### config.mk
export PLATFORM = sky130hd
export DESIGN_NAME = decode_stage
export DESIGN_NICKNAME = d
export VERILOG_FILES = /design/src/rtl/decode_stage.sv
export SDC_FILE = /design/constraint.sdc
export NUM_CORES = 1
export LEC_CHECK = 0
export BUFFER_PORTS_ARGS = -buffer_cell sky130_fd_sc_hd__buf_2
export CAP_MARGIN = 30
export CORE_UTILIZATION = 50
export DETAILED_ROUTE_END_ITERATION = 10
export PLACE_DENSITY = 0.7
export SETUP_SLACK_MARGIN = 0.05
export SLEW_MARGIN = 20
export SYNTH_ARGS = -nofsm -noshare
export SYNTH_HDL_FRONTEND = slang
export SYNTH_SLANG_ARGS = --single-unit
### constraint.sdc
create_clock -name clock -period 12.3 [get_ports clock]
set_input_delay 0 -clock clock [delete_from_list [all_inputs] [get_ports clock]]
set_output_delay 0 -clock clock [all_outputs]
set_load 0.01 [all_outputs]
### src/rtl/decode_stage.sv
// ---------------------------------------------------------------------------
// decode_stage
//
// Purpose:
//   Decodes 32-bit instructions, reads operands from an 8x32 register file,
//   tracks in-flight destinations with a pending scoreboard, stalls on
//   hazards and issues registered operands to the execute stage.
//
// Ports:
//   clock        in   1   single clock, all state updates on rising edge
//   reset        in   1   asynchronous active-high reset
//   in_instr     in  32   instruction word
//   in_valid     in   1   in_instr is valid
//   in_ready     out  1   block can accept in_instr this cycle
//   wb_en        in   1   writeback strobe from downstream
//   wb_addr      in   3   writeback destination register
//   wb_data      in  32   writeback value
//   op0          out 32   first operand to execute
//   op1          out 32   second operand to execute
//   sel          out  1   1 = add, 0 = subtract
//   dest         out  3   destination register of the issued instruction
//   out_valid    out  1   op0/op1/sel/dest carry an issued instruction
//   issue_count  out 16   number of issued instructions, wrapping
// ---------------------------------------------------------------------------
module decode_stage (
    input  logic        clock,
    input  logic        reset,
    input  logic [31:0] in_instr,
    input  logic        in_valid,
    output logic        in_ready,
    input  logic        wb_en,
    input  logic [2:0]  wb_addr,
    input  logic [31:0] wb_data,
    output logic [31:0] op0,
    output logic [31:0] op1,
    output logic        sel,
    output logic [2:0]  dest,
    output logic        out_valid,
    output logic [15:0] issue_count
);

    typedef enum logic [3:0] {
        OP_ADD = 4'h1,
        OP_SUB = 4'h2,
        OP_LI  = 4'h3
    } opcode_t;

    logic [31:0] r_regs [8];
    logic [7:0]  r_pending;
    logic [31:0] r_op0;
    logic [31:0] r_op1;
    logic        r_sel;
    logic [2:0]  r_dest;
    logic        r_outValid;
    logic [15:0] r_issueCount;

    logic [3:0]  w_opcode;
    logic [2:0]  w_rd;
    logic [2:0]  w_rs0;
    logic [2:0]  w_rs1;
    logic [15:0] w_imm;
    logic        w_isAlu;
    logic        w_isLi;
    logic        w_isOp;
    logic [7:0]  w_clearMask;
    logic [7:0]  w_setMask;
    logic [7:0]  w_pendEff;
    logic        w_stall;
    logic        w_issue;
    logic [31:0] w_rs0Val;
    logic [31:0] w_rs1Val;
    logic [31:0] w_nextOp0;
    logic [31:0] w_nextOp1;
    logic        w_nextSel;

    // Field extraction; bits [18:16] are unused by every opcode.
    assign w_opcode = in_instr[31:28];
    assign w_rd     = in_instr[27:25];
    assign w_rs0    = in_instr[24:22];
    assign w_rs1    = in_instr[21:19];
    assign w_imm    = in_instr[15:0];

    assign w_isAlu = (w_opcode == OP_ADD) || (w_opcode == OP_SUB);
    assign w_isLi  = (w_opcode == OP_LI);
    assign w_isOp  = w_isAlu || w_isLi;

    // A writeback on this edge already resolves its register, so the hazard
    // check looks at the scoreboard with that bit removed.
    assign w_clearMask = wb_en ? (8'b1 << wb_addr) : 8'b0;
    assign w_pendEff   = r_pending & ~w_clearMask;

    // Hazard detection; NOPs never stall, and an idle input never stalls.
    always_comb begin
        w_stall = 1'b0;
        if (in_valid) begin
            if (w_isAlu) begin
                w_stall = w_pendEff[w_rs0] | w_pendEff[w_rs1] | w_pendEff[w_rd];
            end else if (w_isLi) begin
                w_stall = w_pendEff[w_rd];
            end
        end
    end

    assign in_ready = !reset && !w_stall;
    assign w_issue  = in_valid && in_ready && w_isOp;

    // Scoreboard set for the issuing destination; R0 is never tracked.
    assign w_setMask = (w_issue && (w_rd != 3'd0)) ? (8'b1 << w_rd) : 8'b0;

    // Operand read with same-cycle writeback bypass; R0 always reads zero.
    always_comb begin
        w_rs0Val = r_regs[w_rs0];
        w_rs1Val = r_regs[w_rs1];
        if (w_rs0 == 3'd0) begin
            w_rs0Val = 32'h0;
        end else if (wb_en && (wb_addr == w_rs0)) begin
            w_rs0Val = wb_data;
        end
        if (w_rs1 == 3'd0) begin
            w_rs1Val = 32'h0;
        end else if (wb_en && (wb_addr == w_rs1)) begin
            w_rs1Val = wb_data;
        end
    end

    // Operand and select selection for the instruction being issued.
    always_comb begin
        w_nextOp0 = w_rs0Val;
        w_nextOp1 = w_rs1Val;
        w_nextSel = 1'b1;
        if (w_isLi) begin
            w_nextOp0 = {16'h0, w_imm};
            w_nextOp1 = 32'h0;
        end else if (w_opcode == OP_SUB) begin
            w_nextSel = 1'b0;
        end
    end

    // Register file; entry 0 is held at zero and never written.
    always_ff @(posedge clock or posedge reset) begin
        if (reset) begin
            for (int i = 0; i < 8; i++) begin
                r_regs[i] <= 32'h0;
            end
        end else if (wb_en && (wb_addr != 3'd0)) begin
            r_regs[wb_addr] <= wb_data;
        end
    end

    // Scoreboard update; applying the set after the clear lets an issue win
    // over a writeback to the same register on the same edge.
    always_ff @(posedge clock or posedge reset) begin
        if (reset) begin
            r_pending <= 8'h0;
        end else begin
            r_pending <= ((r_pending & ~w_clearMask) | w_setMask) & 8'hFE;
        end
    end

    // Issue pipeline register; payload holds its value between issues.
    always_ff @(posedge clock or posedge reset) begin
        if (reset) begin
            r_op0        <= 32'h0;
            r_op1        <= 32'h0;
            r_sel        <= 1'b0;
            r_dest       <= 3'd0;
            r_outValid   <= 1'b0;
            r_issueCount <= 16'h0;
        end else begin
            r_outValid <= w_issue;
            if (w_issue) begin
                r_op0        <= w_nextOp0;
                r_op1        <= w_nextOp1;
                r_sel        <= w_nextSel;
                r_dest       <= w_rd;
                r_issueCount <= r_issueCount + 16'd1;
            end
        end
    end

    assign op0         = r_op0;
    assign op1         = r_op1;
    assign sel         = r_sel;
    assign dest        = r_dest;
    assign out_valid   = r_outValid;
    assign issue_count = r_issueCount;

endmodule

==> flow_summary.toml <==
[yosys]
yosysUniqueCellTypes = 65
synth-seq-cells = 316
synth_flop_cell = "dfrtp_1"
synth_edf_count = 0
synthArstFlopShare_pct = 100.0
yosysSeqAreaShare_pct = 47.73
syn_area_um2 = 16570
yosys_warnings = 0
synth_nets = 1592
syn_inst = 1520
syn_area_per_cell_um2 = 10.90

[routing]
num_vias = 13368
detail_route.first_pass.iterations = 6
drtIter0Drc = 1258
ant_nets = 0
wl_per_cell_um = 23.26
viasPerCell = 6.372
totalWireLength_um = 48810
route.detailed.drc = 0

[clocking]
clk_pin_slew_ns = 0.06
numCtsBuffers = 35
clk_latency_ns = 0.52
cts_resized = 0
htree_levels = 2
cts.sinks = 316
max-clock-path-buffers = 3
cts_root_buf = "clkbuf_16"
hold_buffers = 54
cts_tree = "done"
post-cts-setup-buffers = 0

[worst_setup_path]
r2r_slack_ns = 9.71
crit_fanout = 44
crit_top_cell = "buf_4"
timing.rr.end = "op1[30]$_DFFE_PP0P_"
end_kind = "register"
crit_arrival_ns = 3.62
crit_chain = "buf_2 -> buf_4 -> nand3b_1 -> buf_4 -> o22ai_1 -> o31ai_1 -> a22o_1 -> mux2_2"
cp-start-kind = "primary input"
crit_required_ns = 12.70
r2r-start = "r_pending[2]$_DFF_PP0_"
ff2ff_path_depth = 7
crit_type = "primary input to register"
critPathSlowestCell = "nand3b_1"
critPathMaxStageDelay_ns = 0.82

[layout]
drive_gt1_share_pct = 32.93
final_cell_mix = "dfrtp_1 (316), nand2_1 (260), mux2_2 (244)"
layout_commonest_cell = "dfrtp_1"
nFillCells = 2729
nets = 1703
areaGrowthSynthToFinish_pct = 16.36

[die]
rows = 66
core_um2 = 32540
start_util_pct = 50.92
die-area_um2 = 33870
die_w_um = 184.0
io_pins = 157
die_y_um = 184.0

[sta]
fin_skew_ns = 0.01661
hold_viol = 0
worst-slew-pin-transition_ns = 1.046
fin_crit_sh_pct = 26.15
rsz0062_at_grt = "no"
setup_viol_count_final = 0
drv_slew = 0
max_slew_margin_pct = 30.29
max_freq_mhz = 310.8
setup_ws_ns = 9.083
finalSetupTns_ns = 0
fin_crit_ns = 3.217

[global_routing]
grt_use_total_pct = 29.14
grt_pass1_vias = 13535
grtUsageMet1_pct = 40.03
grt_overflow = 0
grt_use_met3_pct = 5.547
grt_pass1_wl_um = 76670
grt_use_met2_pct = 45.86
grt_max_degree = 111
gr-max-usage-layer = "met2"
antenna_found_initial = 1

[power_and_ir_drop]
clkPwrFrac_pct = 33.5
combPwrFrac_pct = 22.4
net-switching-power_mw = 0.9241
p_int_mw = 2.317
switching_share_pct = 28.51
p_leak_nw = 8.728
ir_drop_mv = 0.1001
seqPwrFrac_pct = 44.1
powerDensity_nw_per_um2 = 168.1

[hold_path]
hold_path_depth = 3
min_from = "wb_en"
min_path_type = "primary input to register"
min_delay_worst_endpoint = "r_regs[59]$_DFFE_PP0P_"

[placed_design]
hpwl_um = 26200
io_buffers = 153
preCtsSetupSlack_ns = 8.687
gp_congestion = 0.8205

[flow_run]
maxCapViolCount = 0

[status]
outcome = "completed"
## metrics by stage
stage          hold slack [ns]  std cells  utilization [%]  power (mW)  area (um2)
2_1_floorplan           0.1480       1520                -       1.918       16570
3_3_place_gp            0.2395       1977            53.60       2.110       17440
3_5_place_dp            0.2438       1979            53.71       2.141       17470
4_1_cts                 0.2462       2094            59.01       3.252       19200
5_1_grt                 0.1571       2098            59.25       3.392       19280
6_report                0.1518       2098            59.25       3.241       19280
## layer usage
metal	part of all wire, %	vias to the layer above	wire length, um
li1	-	5856	-
met1	43	6669	20810
met2	46	728	22340
met3	9.1	115	4453
met4	2.5	0	1210
met5	0	-	0
## flip-flops by register name, indices dropped and copies added (netlist names)
name         cells
dest             3
issue_count     16
op0             32
op1             32
out_valid        1
r_pending        7
r_regs         224
sel              1
## worst max-delay path, delay by kind of cell
kind            cells  cell delay (ns)
compound gates      3             0.59
simple gates        1             0.82
buf+inv             3             1.88
mux                 1             0.27
## cells by family after synthesis
family | count (synthesis) | share of synthesized area (%)
muxes | 293 | 20.54
xor gates and xnor gates | 21 | 1.110
buffers and inverters | 178 | 4.478
adders and majority gates | 1 | 0.07551
AOI/OAI and AO/OA | 364 | 16.61
and+or+nand+nor | 347 | 9.462
DFF | 316 | 47.73
## worst max path at each step
stage | cells past startpoint | slack [ns] | start | endpoint
floorplan | 1 | 3.54 | reset | dest[0]$_DFFE_PP0P_
detailed placement | 8 | 8.69 | in_instr[23] | op0[15]$_DFFE_PP0P_
finish | 8 | 9.08 | in_instr[23] | op0[15]$_DFFE_PP0P_
global route | 7 | 9.03 | in_instr[20] | op1[29]$_DFFE_PP0P_
CTS | 8 | 9.24 | in_instr[23] | op0[15]$_DFFE_PP0P_
global placement | 9 | 8.61 | in_instr[23] | op0[16]$_DFFE_PP0P_
## synth_stat cells, types with 3 or more instances
| library cell | count | share of area (%) |
|---|---|---|
| a211o_1 | 46 | 2.4 |
| a21oi_1 | 64 | 1.9 |
| a22o_1 | 17 | 0.90 |
| a2bb2oi_1 | 16 | 0.85 |
| a32o_1 | 6 | 0.36 |
| and4_1 | 3 | 0.16 |
| buf_1 | 13 | 0.29 |
| buf_2 | 17 | 0.51 |
| buf_4 | 4 | 0.18 |
| buf_6 | 5 | 0.34 |
| clkbuf_1 | 126 | 2.9 |
| dfrtp_1 | 316 | 48 |
| inv_1 | 12 | 0.27 |
| mux2_2 | 244 | 17 |
| mux2_4 | 33 | 3.0 |
| mux2i_1 | 16 | 0.97 |
| nand2_1 | 260 | 5.9 |
| nand3_1 | 8 | 0.24 |
| nand3b_1 | 5 | 0.23 |
| nor2_1 | 27 | 0.61 |
| nor2b_1 | 3 | 0.11 |
| nor3_1 | 7 | 0.21 |
| nor4_1 | 3 | 0.11 |
| nor4_2 | 6 | 0.45 |
| o221ai_1 | 96 | 5.1 |
| o22ai_1 | 82 | 3.1 |
| o31ai_1 | 17 | 0.77 |
| or2_2 | 4 | 0.15 |
| xnor2_1 | 9 | 0.48 |
| xor2_1 | 12 | 0.63 |
## layout make-up
cell class	count	area, um2	share of cell area (%)
diodes	1	2.502	0.01298
clock buffers	50	1025	5.315
clock inverters	11	161.4	0.8372
inverters	13	56.30	0.2921
multi-input cells	1026	7954	41.26
flip-flops and latches	316	7908	41.02
well taps	442	553.0	2.869
repair buffers	239	1619	8.398
## power groups by stage
stage	logic, mW	registers [mW]	clock network [mW]
finish	0.725	1.43	1.09
global route	0.788	1.46	1.15
CTS	0.721	1.42	1.11
detailed placement	0.702	1.44	0
global placement	0.685	1.43	0
floorplan	0.477	1.44	0
No activity file was read; power rests on OpenSTA's default activity.
